### src/rtl/timer_master.sv
// timer_master: sequences 64-bit mtime/mtimecmp accesses over a
// 32-bit timer port with torn-read retry and glitch-free writes.
module timer_master #(
    parameter int MAX_RETRY = 3
) (
    input  logic        clk,
    input  logic        reset,
    input  logic        req_valid,
    output logic        req_ready,
    input  logic [1:0]  req_op,
    input  logic [63:0] req_wdata,
    output logic        rsp_valid,
    output logic [63:0] rsp_rdata,
    output logic        rsp_err,
    output logic [1:0]  io_addr_3_2,
    output logic        io_we,
    output logic [31:0] io_wdata,
    input  logic [31:0] io_rdata
);

    localparam int RW = (MAX_RETRY > 0) ? $clog2(MAX_RETRY + 1) : 1;
    localparam logic [RW-1:0] RETRY_LIM = RW'(MAX_RETRY);

    typedef enum logic [2:0] {
        IDLE,
        RD_HI1,
        RD_LO,
        RD_HI2,
        WR0,
        WR1,
        WR2,
        DONE
    } state_t;

    state_t          state;
    state_t          state_nx;
    logic            is_cmp;
    logic [63:0]     wdata_q;
    logic [RW-1:0]   retry_cnt;
    logic [31:0]     hi1;
    logic [31:0]     lo;
    logic [31:0]     hi2;
    logic [63:0]     rdata_q;
    logic            err_q;
    logic            accept;
    logic            hi_match;
    logic            retry_out;

    // the second high-word sample is taken straight off the port
    assign hi2       = io_rdata;
    assign accept    = req_valid && (state == IDLE);
    assign hi_match  = (hi2 == hi1);
    assign retry_out = (retry_cnt == RETRY_LIM);

    // next-state decode
    always_comb begin
        state_nx = state;
        unique case (state)
            IDLE:    if (accept) state_nx = req_op[1] ? WR0 : RD_HI1;
            RD_HI1:  state_nx = RD_LO;
            RD_LO:   state_nx = RD_HI2;
            RD_HI2:  state_nx = (hi_match || retry_out) ? DONE : RD_LO;
            WR0:     state_nx = WR1;
            WR1:     state_nx = WR2;
            WR2:     state_nx = DONE;
            DONE:    state_nx = IDLE;
            default: state_nx = IDLE;
        endcase
    end

    // state register
    always_ff @(posedge clk) begin
        if (reset) state <= IDLE;
        else       state <= state_nx;
    end

    // request latch, read samples, retry count and response
    always_ff @(posedge clk) begin
        if (reset) begin
            is_cmp    <= 1'b0;
            wdata_q   <= '0;
            retry_cnt <= '0;
            hi1       <= '0;
            lo        <= '0;
            rdata_q   <= '0;
            err_q     <= 1'b0;
        end else begin
            if (accept) begin
                is_cmp    <= req_op[0];
                wdata_q   <= req_wdata;
                retry_cnt <= '0;
            end
            unique case (state)
                RD_HI1: hi1 <= io_rdata;
                RD_LO:  lo  <= io_rdata;
                RD_HI2: begin
                    if (hi_match) begin
                        rdata_q <= {hi2, lo};
                        err_q   <= 1'b0;
                    end else if (retry_out) begin
                        rdata_q <= '0;
                        err_q   <= 1'b1;
                    end else begin
                        hi1       <= hi2;
                        retry_cnt <= retry_cnt + RW'(1);
                    end
                end
                WR2: begin
                    rdata_q <= '0;
                    err_q   <= 1'b0;
                end
                default: ;
            endcase
        end
    end

    // timer port drive; WR0 parks the low word so no carry or
    // compare match can appear while the halves are inconsistent
    always_comb begin
        io_addr_3_2 = 2'b00;
        io_we       = 1'b0;
        io_wdata    = '0;
        unique case (state)
            RD_HI1, RD_HI2: io_addr_3_2 = {is_cmp, 1'b1};
            RD_LO:          io_addr_3_2 = {is_cmp, 1'b0};
            WR0: begin
                io_addr_3_2 = {is_cmp, 1'b0};
                io_we       = 1'b1;
                io_wdata    = is_cmp ? 32'hFFFF_FFFF : 32'h0;
            end
            WR1: begin
                io_addr_3_2 = {is_cmp, 1'b1};
                io_we       = 1'b1;
                io_wdata    = wdata_q[63:32];
            end
            WR2: begin
                io_addr_3_2 = {is_cmp, 1'b0};
                io_we       = 1'b1;
                io_wdata    = wdata_q[31:0];
            end
            default: ;
        endcase
    end

    assign req_ready = (state == IDLE);
    assign rsp_valid = (state == DONE);
    assign rsp_rdata = rdata_q;
    assign rsp_err   = err_q;

endmodule

### config.mk
export PLATFORM = sky130hd
export DESIGN_NAME = timer_master
export DESIGN_NICKNAME = d
export VERILOG_FILES = /design/src/rtl/timer_master.sv
export SDC_FILE = /design/constraint.sdc
export NUM_CORES = 1
export LEC_CHECK = 0
export CORE_MARGIN = 5
export CORE_UTILIZATION = 50
export CTS_CLUSTER_SIZE = 12
export DETAILED_ROUTE_END_ITERATION = 7
export PLACE_DENSITY_LB_ADDON = 0.12
export SETUP_SLACK_MARGIN = 0.3
export SLEW_MARGIN = 15
export SYNTH_ARGS = -nofsm -noshare
export SYNTH_HDL_FRONTEND = slang
export SYNTH_SLANG_ARGS = --single-unit
### constraint.sdc
create_clock -name clk -period 4.71 [get_ports clk]
set_clock_uncertainty 0.1 [all_clocks]
set_input_delay 0.942 -clock clk [delete_from_list [all_inputs] [get_ports clk]]
set_output_delay 0.942 -clock clk [all_outputs]
set_load 0.01 [all_outputs]
Word-level counts from Yosys, hierarchy flattened:

Index checks and enable logic that the tools add are counted.

* $add $sub $neg: 1
* equality and inequality tests: 13
* mux-type cells: 21
* reduce and logical (&&, ||, !) cells: 10

Operators with widths (count)
* $mux 64: 2
* $pmux 64 s2: 1
* $mux 32: 3
* $pmux 32 s3: 1
* $pmux 32 s2: 1
* $eq 32x32->1: 1
* $pmux 3 s8: 1
* $eq 3x3->1 const B: 4
* $mux 3: 3
* $reduce_or 3->1: 3
* $mux 2: 4
* $eq 3x2->1 const B: 2
* $ne 2x2->1 const B: 2
* $pmux 2 s2: 1
* $reduce_bool 2->1: 2
* $eq 3x1->1 const B: 1
* $logic_not 3->1: 1
* $mux 1: 3
* $ne 3x3->1 const B: 1
* $reduce_and 3->1: 1
* $add 2x1->2 const B: 1
* $eq 2x2->1 const B: 1
* $ne 2x1->1 const B: 1
* $pmux 1 s2: 1
* 3 further kinds: 3

* flip-flop bits (word level): 199
* input bits: 101
* output and inout bits: 102
* word-level logic and storage cells: 53

Logic depth before layout (Yosys ltp):

* depth after elaboration: 6
* gate-level depth with buffers: 8
* mapped depth without buffers: 6

Worst setup path before layout:

No wires, ideal clock.

* path kind: input to register
* start point: input io_rdata[24]
* end point: register hi1[10]
* setup time: 0.072 ns
* arrival: 2.510 ns
* required time: 4.538 ns
* path slack: 2.028 ns
* stages on the path: 8
* buffers on the path: 2
* cell sequence: xor2_1 -> nor4_1 -> nand4_1 -> o21ai_0 -> a211o_1 -> buf_2 -> buf_4 -> mux2i_1

* longest elaborated chain between the ends: 3

Ends and longest elaborated chain
* start, declared: RTL line 18 `input logic [31:0] io_rdata`
* $eq 32x32->1: RTL line 52 `assign hi_match = (hi2 == hi1);`
* $ne 2x2->1 (no line)
* $reduce_and 3->1 (no line)
* end signal, assigned: RTL line 94 `RD_HI1: hi1 <= io_rdata;`
* end signal, assigned: RTL line 104 `hi1 <= hi2;`
* end, declared: RTL line 40 `logic [31:0] hi1;`

No other way between the ends.
A chain may end at the register's enable or synchronous reset.

Final worst setup path:

* start point: register state[1]
* end point: output io_wdata[6]

* longest elaborated chain between the ends: 2
* elaborated cells on any way between the ends: 4
* those cells by class: 3 x eq/ne; 1 x mux

Ends and longest elaborated chain
* start, declared: RTL line 35 `state_t state;`
* start signal, assigned: RTL line 74 `else state <= state_nx;`
* $eq 3x3->1: RTL line 123 `unique case (state)`
* $pmux 32 s3 *: RTL line 123
* end, declared: RTL line 17 `output logic [31:0] io_wdata,`

Mark *: on every way between the ends. The rest lies on a longest branch, timed or not.

==> impl_metrics.ini <==
[timing]
rsz0062_at_grt = false
max_freq_ghz = 0.256
slew-limit-headroom_pct = 48.8
worstMarginPinSlew_ps = 767
finalHoldViolations = 0
setup_violations = 0
tns_ps = 0
min_period_ps = 3910
slew_violations = 0
min_period_over_period_pct = 83.0

[yosys]
synth_area_um2 = 7850
synth_seq_cells = 199
synth_edf_count = 0
synth_fp_nets = 987
synth_warnings = 0
synthArstFlopShare_pct = 0
synth_cell_types = 33
yosysTopAreaCell = dfxtp_1
synth_seq_area_share_pct = 50.7
avgSynthCellArea_um2 = 8.87
ys_top_cells_by_area = dfxtp_1, nand2_1, a21oi_1, nand2b_1, a22o_1
yosys_most_used_dff = dfxtp_1
synth_top_area_share_pct = 50.7
synth_cells = 885

[global_routing]
track_usage_pct = 21.7
grt_overflow = 0
grt_start_max_net_pins = 79
antenna_found_initial = 0
grt_pass1_vias = 6285
grt_pass1_wl_um = 32100

[critical_path]
worstPathArrival_ps = 2870
cp_max_fo = 23
start_kind = flip-flop
crit_path_end_kind = output port
worstPathRequired_ps = 3670
r2r-start = hi1[11]$_SDFFE_PP0P_
critPathLaunch = state[1]$_SDFFE_PP0P_
crit_type = flip-flop to output port

[cells_and_area]
fin_util_pct = 68.7
area_delta_synth_final_pct = 33.9
layout.cells.most_common = nand2_1
layout_common_cells = nand2_1, clkdlybuf4s50_1, dfxtp_1
final_area_um2 = 10500
final_cells = 1272
num-nets-final = 1150
drive_gt1_share_pct = 5.09
insertedDiodeCount = 0

[floorplanning]
initial_core_util_pct = 51.3
core_um2 = 15300
rows = 45
floorplan.die_area_um2 = 18300
num_io_pins = 203
dieHeight_um = 135
die-width_um = 135

[drt]
topRoutingLayerUsed = met4
drc = 0
met2_length_um = 10000
drt-total-wl_um = 20300
dr_wl_met3_um = 1680
drt-wirelength-per-cell_um = 15.9
first_pass_iters = 4
viasPerCell = 5.18
wl_met1_um = 8400
vias = 6586
drt_iter0_markers = 403
drtAntennaViolNets = 0

[place]
dp_hpwl_um = 13700
io_buffers = 202
place_congestion = 0.804
dpl-instance-area_um2 = 9960
place_inst = 1240

[clocking]
cts_made_buffers = 17
clock_latency_ps = 430
cts_resized = 0
cts_root_buf = clkbuf_16
clk_pin_slew_ps = 70
post_cts_buffers = 0
cts_tree = built
clockBufferDepth = 2
h-tree-depth = 4
cts.sinks = 199
cts_hold_buf = 0

[power]
powerDensity_nw_per_um2 = 362
leakage_nw = 3.98
vdd_drop_max_mv = 0.248
total_power_w = 0.00381

[hold_path]
min-delay-start = lo[9]$_SDFFE_PP0P_
min_path_type = flip-flop to flip-flop

[outcome]
status = finished clean

[flow_run]
maxCapViolCount = 0
==> worst paths after layout <==
path                                       endpoint  cells past startpoint  slack, ps
worst max-delay path                    io_wdata[6]                      4        800
worst min-delay path             lo[9]$_SDFFE_PP0P_                      2        350
worst max register to register  hi1[9]$_SDFFE_PP0P_                      7       1970
worst min register to register   lo[9]$_SDFFE_PP0P_                      2        350
==> cell usage after synthesis, types with 7 or more instances <==
cell / count
nand2b_1: 65
dfxtp_1: 199
a221o_1: 32
buf_2: 7
clkbuf_1: 54
mux2i_1: 33
nor2_1: 7
xor2_1: 32
nor4_1: 8
a21oi_1: 121
o21ai_0: 22
a22o_1: 43
nand2_1: 221
==> power breakdown <==
group / switching, W / internal, W
sequential: 0.0000693 / 0.00180
combinational: 0.000312 / 0.000250
clock: 0.000644 / 0.000737
total: 0.00103 / 0.00278
==> per-layer routing <==
layer / global-route usage [%] / vias up
met5: 0 / -
met1: 26.1 / 3065
met2: 37.1 / 162
met3: 7.50 / 11
met4: 5.94 / 0
li1: - / 3348
==> state kept, by name, indices dropped and copies added, names as in the netlist <==
signal	flops
is_cmp	1
retry_cnt	2
rsp_err	1
lo	32
state	3
hi1	32
rsp_rdata	64
wdata_q	64
==> cells by family (layout without fill, tap and decap cells) <==
logic type,count (synthesis),after routing,share of synthesized area (%)
flip-flops,199,199,50.7
XOR/XNOR,32,32,3.57
adder cells (fa/ha/maj),1,1,0.159
AND/OR/NAND/NOR,319,319,18.3
AO/OA/AOI/OAI,224,224,18.6
multiplexers,34,34,4.35
buffers and inverters,76,252,4.27
==> metrics by stage <==
step	hold WS, ps	setup WS [ps]
2_1_floorplan	336	2030
3_3_place_gp	341	897
3_5_place_dp	346	813
4_1_cts	356	764
5_1_grt	372	644
6_report	354	799
==> area by class of cell <==
cell class	count	area, um^2
Clock buffer	19	433
Clock inverter	13	123
Fill cell	1334	4800
Inverter	3	11.3
Multi-Input combinational cell	610	3560
Sequential cell	199	3980
Tap cell	211	264
Timing Repair Buffer	217	2140
==> critical path, stage by stage, from the launching register on <==
cell and delay [ps]:
dfxtp_1 510, and3_1 710, buf_4 410, a221o_1 210, clkdlybuf4s50_1 590
Note: power is estimated with default switching activity, not from simulation.
==> edit 1: new RTL, same settings <==
Put one more register stage on the output `rsp_err`, without a reset. The value now appears one clock later. The other outputs are not delayed to match.
--- a/src/rtl/timer_master.sv
+++ b/src/rtl/timer_master.sv
@@ -147,3 +147,5 @@
     assign rsp_rdata = rdata_q;
-    assign rsp_err   = err_q;
+    always_ff @(posedge clk) begin
+        rsp_err <= err_q;
+    end
 
Behaviour: same outputs for any inputs over 4 cycles, from zero or initial values and one cycle with reset high; that may be too few to reach the edited logic, so the function may still have changed.
==> edit 1 against the original RTL <==
Non-clock buffer count stayed put. Clock power is 25% higher. Design area increased by 1.6%. Largest power group unchanged. Critical path depth stayed put. Worst setup slack improved by 0.34 ns. Sequential cell count up 1. Largest cell class unchanged. Core utilization grew 1.1 points. Synthesized area rose by 0.25%. Total power increased by 9.2%. Routed wire length increased by 2.0%.
==> edit 1: results (changes against the original RTL) <==
- Run status: complete, no violations (unchanged)
- Final worst slack: 1.13 ns (was 0.799 ns)
- Fin nets: 1,151 (was 1,150)
- Largest net degree at the start of global routing: 95 (was 79)
- Hpwl dp: 13,800 um (was 13,700 um)
- Global-route wire length before repair: 32,700 um (was 32,100 um)
- Crit path DAT: 2.53 ns (was 2.87 ns)
- Synth Area in XOR/XNOR: 0.0356 (was 0.0357)
- Mux cell area share after synthesis: 0.0434 (was 0.0435)
- Final GP Congestion: 0.787 (was 0.804)
- Clock buffers: 18 (was 19)
- Pre-Repair DR Iteration Count: 5 (was 4)
- Clock latency on the worst-skew pair: 0.44 ns
- Flop-to-flop setup slack: 1.92 ns (was 1.97 ns)
- Top cells by count, synth: nand2_1, dfxtp_1, a21oi_1 (unchanged)
- Yosys Warn Count: 0 (unchanged)
- Synth Register Bits: 200 (was 199)
- Hold Path Sink: rsp_err (was lo[9])
- Share of cells above drive strength 1: 0.0537 (was 0.0509)
- RR Startpoint: hi1[17] (was hi1[11])
- Clk cell area share: 0.0660 (was 0.0528)
- P_leak: 4.06 nW (was 3.98 nW)
- Sequential portion of the cell area: 0.375 (was 0.379)
- Adder-cell area share of the yosys netlist: 0.00159 (about the same)
- FF-to-FF path depth: 7 (unchanged)
- Final Cell Area: 10,700 sq um (was 10,500 sq um)
- Register area share after synthesis: 0.509 (was 0.507)
- Crit-path max FO: 35 (was 23)
- Peak supply drop: 270 uV (was 248 uV)
- DRT Wirelength: 20,700 um (was 20,300 um)
- Vias in the first global route: 6,454 (was 6,285)
- Hold Crit Depth: 0 (was 2)
- Synth Area in Compound Gates: 0.186 (about the same)
- DRT iter0 DRCs: 420 (was 403)
- Tightest Pin Transition: 0.928 ns (was 0.767 ns)
- Non-clk buf share: 0.201 (was 0.204)
- Area after DPL: 9980 sq um (was 9960 sq um)
- Hold_sp: err_q (was lo[9])
- Syn nets: 988 (was 987)
- Asr flop ratio synth: 0 (unchanged)
- DP Worst Slack: 0.788 ns (was 0.813 ns)
- Vias post-DR: 6,707 (was 6,586)
- Filler cells: 1,297 (was 1,334)
- Slowest CP cell: clkdlybuf4s50_1 (was and3_1)
- Multi-input gate share of total cell area: 0.333 (was 0.338)
- RR Endpoint: hi1[10] (was hi1[9])
- GRT Resource Usage Total: 0.222 (was 0.217)
- Main area contributors after synthesis: dfxtp_1, nand2_1, a21oi_1 (unchanged)
- Max incr delay on CP: 0.57 ns (was 0.71 ns)
## edit 1: cell types whose count changed in the layout (fill, tap and decap cells not counted), moves of 2 or more
cell | before | now
clkbuf_1 | 2 | 0
bufinv_16 | 1 | 7
clkinv_4 | 2 | 0
clkinv_2 | 3 | 1
## edit 1: where the power goes
| group | switching [mW] | total, mW | leakage (nW) | internal [mW] |
|---|---|---|---|---|
| sequential | 0.0703 | 1.88 | 1.63 | 1.81 |
| combinational | 0.316 | 0.566 | 2.10 | 0.250 |
| clock | 0.648 | 1.72 | 0.335 | 1.07 |
| total | 1.04 | 4.16 | 4.06 | 3.12 |
## edit 1: cells by family after synthesis
logic type | count (synthesis)
multiplexers | 34
adder cells (fa/ha/maj) | 1
AO/OA/AOI/OAI | 224
flip-flops | 200
buffers and inverters | 76
AND/OR/NAND/NOR | 319
XOR/XNOR | 32
## edit 1: how the worst max path moves through the flow
stage | from | to | depth (start not counted)
floorplan | io_rdata[24] | hi1[10] | 8
global placement | io_rdata[13] | hi1[13] | 8
detailed placement | io_rdata[13] | hi1[17] | 8
CTS | state[1] | io_wdata[5] | 4
global route | io_rdata[10] | hi1[10] | 8
finish | state[1] | io_wdata[4] | 4
## edit 1: layer usage
| metal | wire length (um) | vias up | GRT usage |
|---|---|---|---|
| met2 | 9960 | 195 | 0.363 |
| li1 | - | 3354 | - |
| met5 | 0 | - | 0 |
| met1 | 8690 | 3123 | 0.273 |
| met3 | 1610 | 35 | 0.0821 |
| met4 | 419 | 0 | 0.0683 |
## edit 1: metrics by stage
stage          std cells  hold WS (ns)  power (mW)
6_report            1273         0.247        4.16
5_1_grt             1273         0.256        4.34
4_1_cts             1273         0.250        4.19
3_5_place_dp        1241         0.234        2.48
3_3_place_gp        1241         0.232        2.47
2_1_floorplan        886         0.224        2.25
==> edit 2: new RTL, same flow settings <==
Made on the original files. Change the parameter `MAX_RETRY` from 3 to 2.
--- a/src/rtl/timer_master.sv
+++ b/src/rtl/timer_master.sv
@@ -3,3 +3,3 @@
 module timer_master #(
-    parameter int MAX_RETRY = 3
+    parameter int MAX_RETRY = 2
 ) (
Behaviour: not the same (Yosys sat finds a counterexample within 10 cycles, from zero or initial values and one cycle with reset high).
==> edit 2 against the original RTL <==
Largest cell class is now multi-input gates. Highest routed layer unchanged. Synthesized area rose by 13%. First-iteration DRC count rose by 74%. Core utilization fell by 2.1 points. Worst setup slack improved by 0.29 ns. Total power rose by 6.9%. Sequential cell count did not move. Final cell count rose by 17%. Routed wire length rose by 20%. Via count rose by 26%. Design area rose by 9.9%. Register-to-register slack improved by 0.11 ns. Die area rose by 12%. Sequential share of layout area fell by 3.4 points.
==> edit 2: results (changes against the original RTL) <==
- Run status: complete, no violations (unchanged)
- DRT iter0 DRCs: 702 (was 403)
- Crit path launch: state[0] (was state[1])
- Global-route wire length before repair: 39,000 um (was 32,100 um)
- DRT Wirelength: 24,300 um (was 20,300 um)
- Vias in the first global route: 7,731 (was 6,285)
- GRT Resource Usage Total: 0.234 (was 0.217)
- Post-CTS Resized: 0 (unchanged)
- RR Endpoint: rsp_rdata[33] (was hi1[9])
- Hold_sp: lo[12] (was lo[9])
- Crit-path max FO: 25 (was 23)
- Syn nets: 1,214 (was 987)
- Clock Power Share: 0.384 (was 0.363)
- Peak supply drop: 243 uV (was 248 uV)
- Internal power: 2.95 mW (was 2.78 mW)
- Flop-to-flop setup slack: 2.08 ns (was 1.97 ns)
- Comb power: 0.621 mW (was 0.562 mW)
- Asr flop ratio synth: 0 (unchanged)
- Top cells by count, synth: nand2_1, dfxtp_1, a21oi_1 (unchanged)
- Share of cells above drive strength 1: 0.0568 (was 0.0509)
- Hpwl dp: 15,800 um (was 13,700 um)
- Register area share after synthesis: 0.449 (was 0.507)
- Main area contributors after synthesis: dfxtp_1, nand2_1, mux2i_1 (was dfxtp_1, nand2_1, a21oi_1)
- Net Sw Frac: 0.275 (was 0.269)
- Vias post-DR: 8,273 (was 6,586)
- Final GP Congestion: 0.809 (was 0.804)
- Setup crit end: io_wdata[18] (was io_wdata[6])
- CTS Buf Count: 17 (unchanged)
- Mean Syn Cell Area: 7.96 sq um (was 8.87 sq um)
- Hold Path Sink: rsp_rdata[12] (was lo[9])
- P_leak: 4.47 nW (was 3.98 nW)
- Crit path DAT: 2.58 ns (was 2.87 ns)
- Max H-tree Level: 4 (unchanged)
- Final worst slack: 1.09 ns (was 0.799 ns)
- DP Worst Slack: 1.01 ns (was 0.813 ns)
- FF-to-FF path depth: 6 (was 7)
- Max incr delay on CP: 0.58 ns (was 0.71 ns)
- Pre-Repair DR Iteration Count: 5 (was 4)
- Slowest CP cell: clkdlybuf4s50_1 (was and3_1)
==> edit 2: cell types whose count changed in the layout (fill, tap and decap cells not counted), sizes merged, moves of 21 or more <==
| cell | delta |
|---|---|
| nor3 | +31 |
| nand2b | -63 |
| nand2 | +154 |
| a21oi | -21 |
| a22o | -43 |
| mux2i | +32 |
| nor2 | +31 |
| o311ai | +32 |
| a31oi | +32 |
==> edit 2: per-stage QoR <==
stage | area (sq um) | hold slack, ns | utilization
global route | 11600 | 0.369 | 0.666
CTS | 11600 | 0.356 | 0.666
global placement | 10900 | 0.339 | 0.629
finish | 11600 | 0.354 | 0.666
floorplan | 8860 | 0.335 | -
detailed placement | 10900 | 0.347 | 0.629
==> edit 2: area by class of cell <==
| type | instances | area, sq um |
|---|---|---|
| clock buffers | 21 | 470 |
| multi-input cells | 809 | 4450 |
| fillers | 1512 | 5800 |
| well taps | 225 | 282 |
| inverters | 4 | 16.3 |
| repair buffers | 223 | 2190 |
| flip-flops and latches | 199 | 3980 |
| clock inverters | 11 | 160 |
==> edit 2: cells by family (layout without fill, tap and decap cells) <==
kind of cell | after synthesis | in the layout | share of synthesized area
mux | 66 | 66 | 0.0747
flops | 199 | 199 | 0.449
buf+inv | 105 | 259 | 0.0518
compound gates | 235 | 235 | 0.171
xor+xnor | 32 | 32 | 0.0316
simple gates | 476 | 476 | 0.221
==> edit 2: layer usage <==
layer	vias up	part of all wire	track usage
li1	4097	-	-
met1	3894	0.42	0.290
met3	35	0.085	0.0717
met2	247	0.47	0.387
met5	-	0	0
met4	0	0.020	0.0800
==> edit 2: critical path: cells and delay by family (launching register included) <==
kind / cells / cell delay (ns)
AND/OR/NAND/NOR: 1 / 0.44
buffers and inverters: 2 / 0.95
AO/OA/AOI/OAI: 1 / 0.20
flip-flops: 1 / 0.57
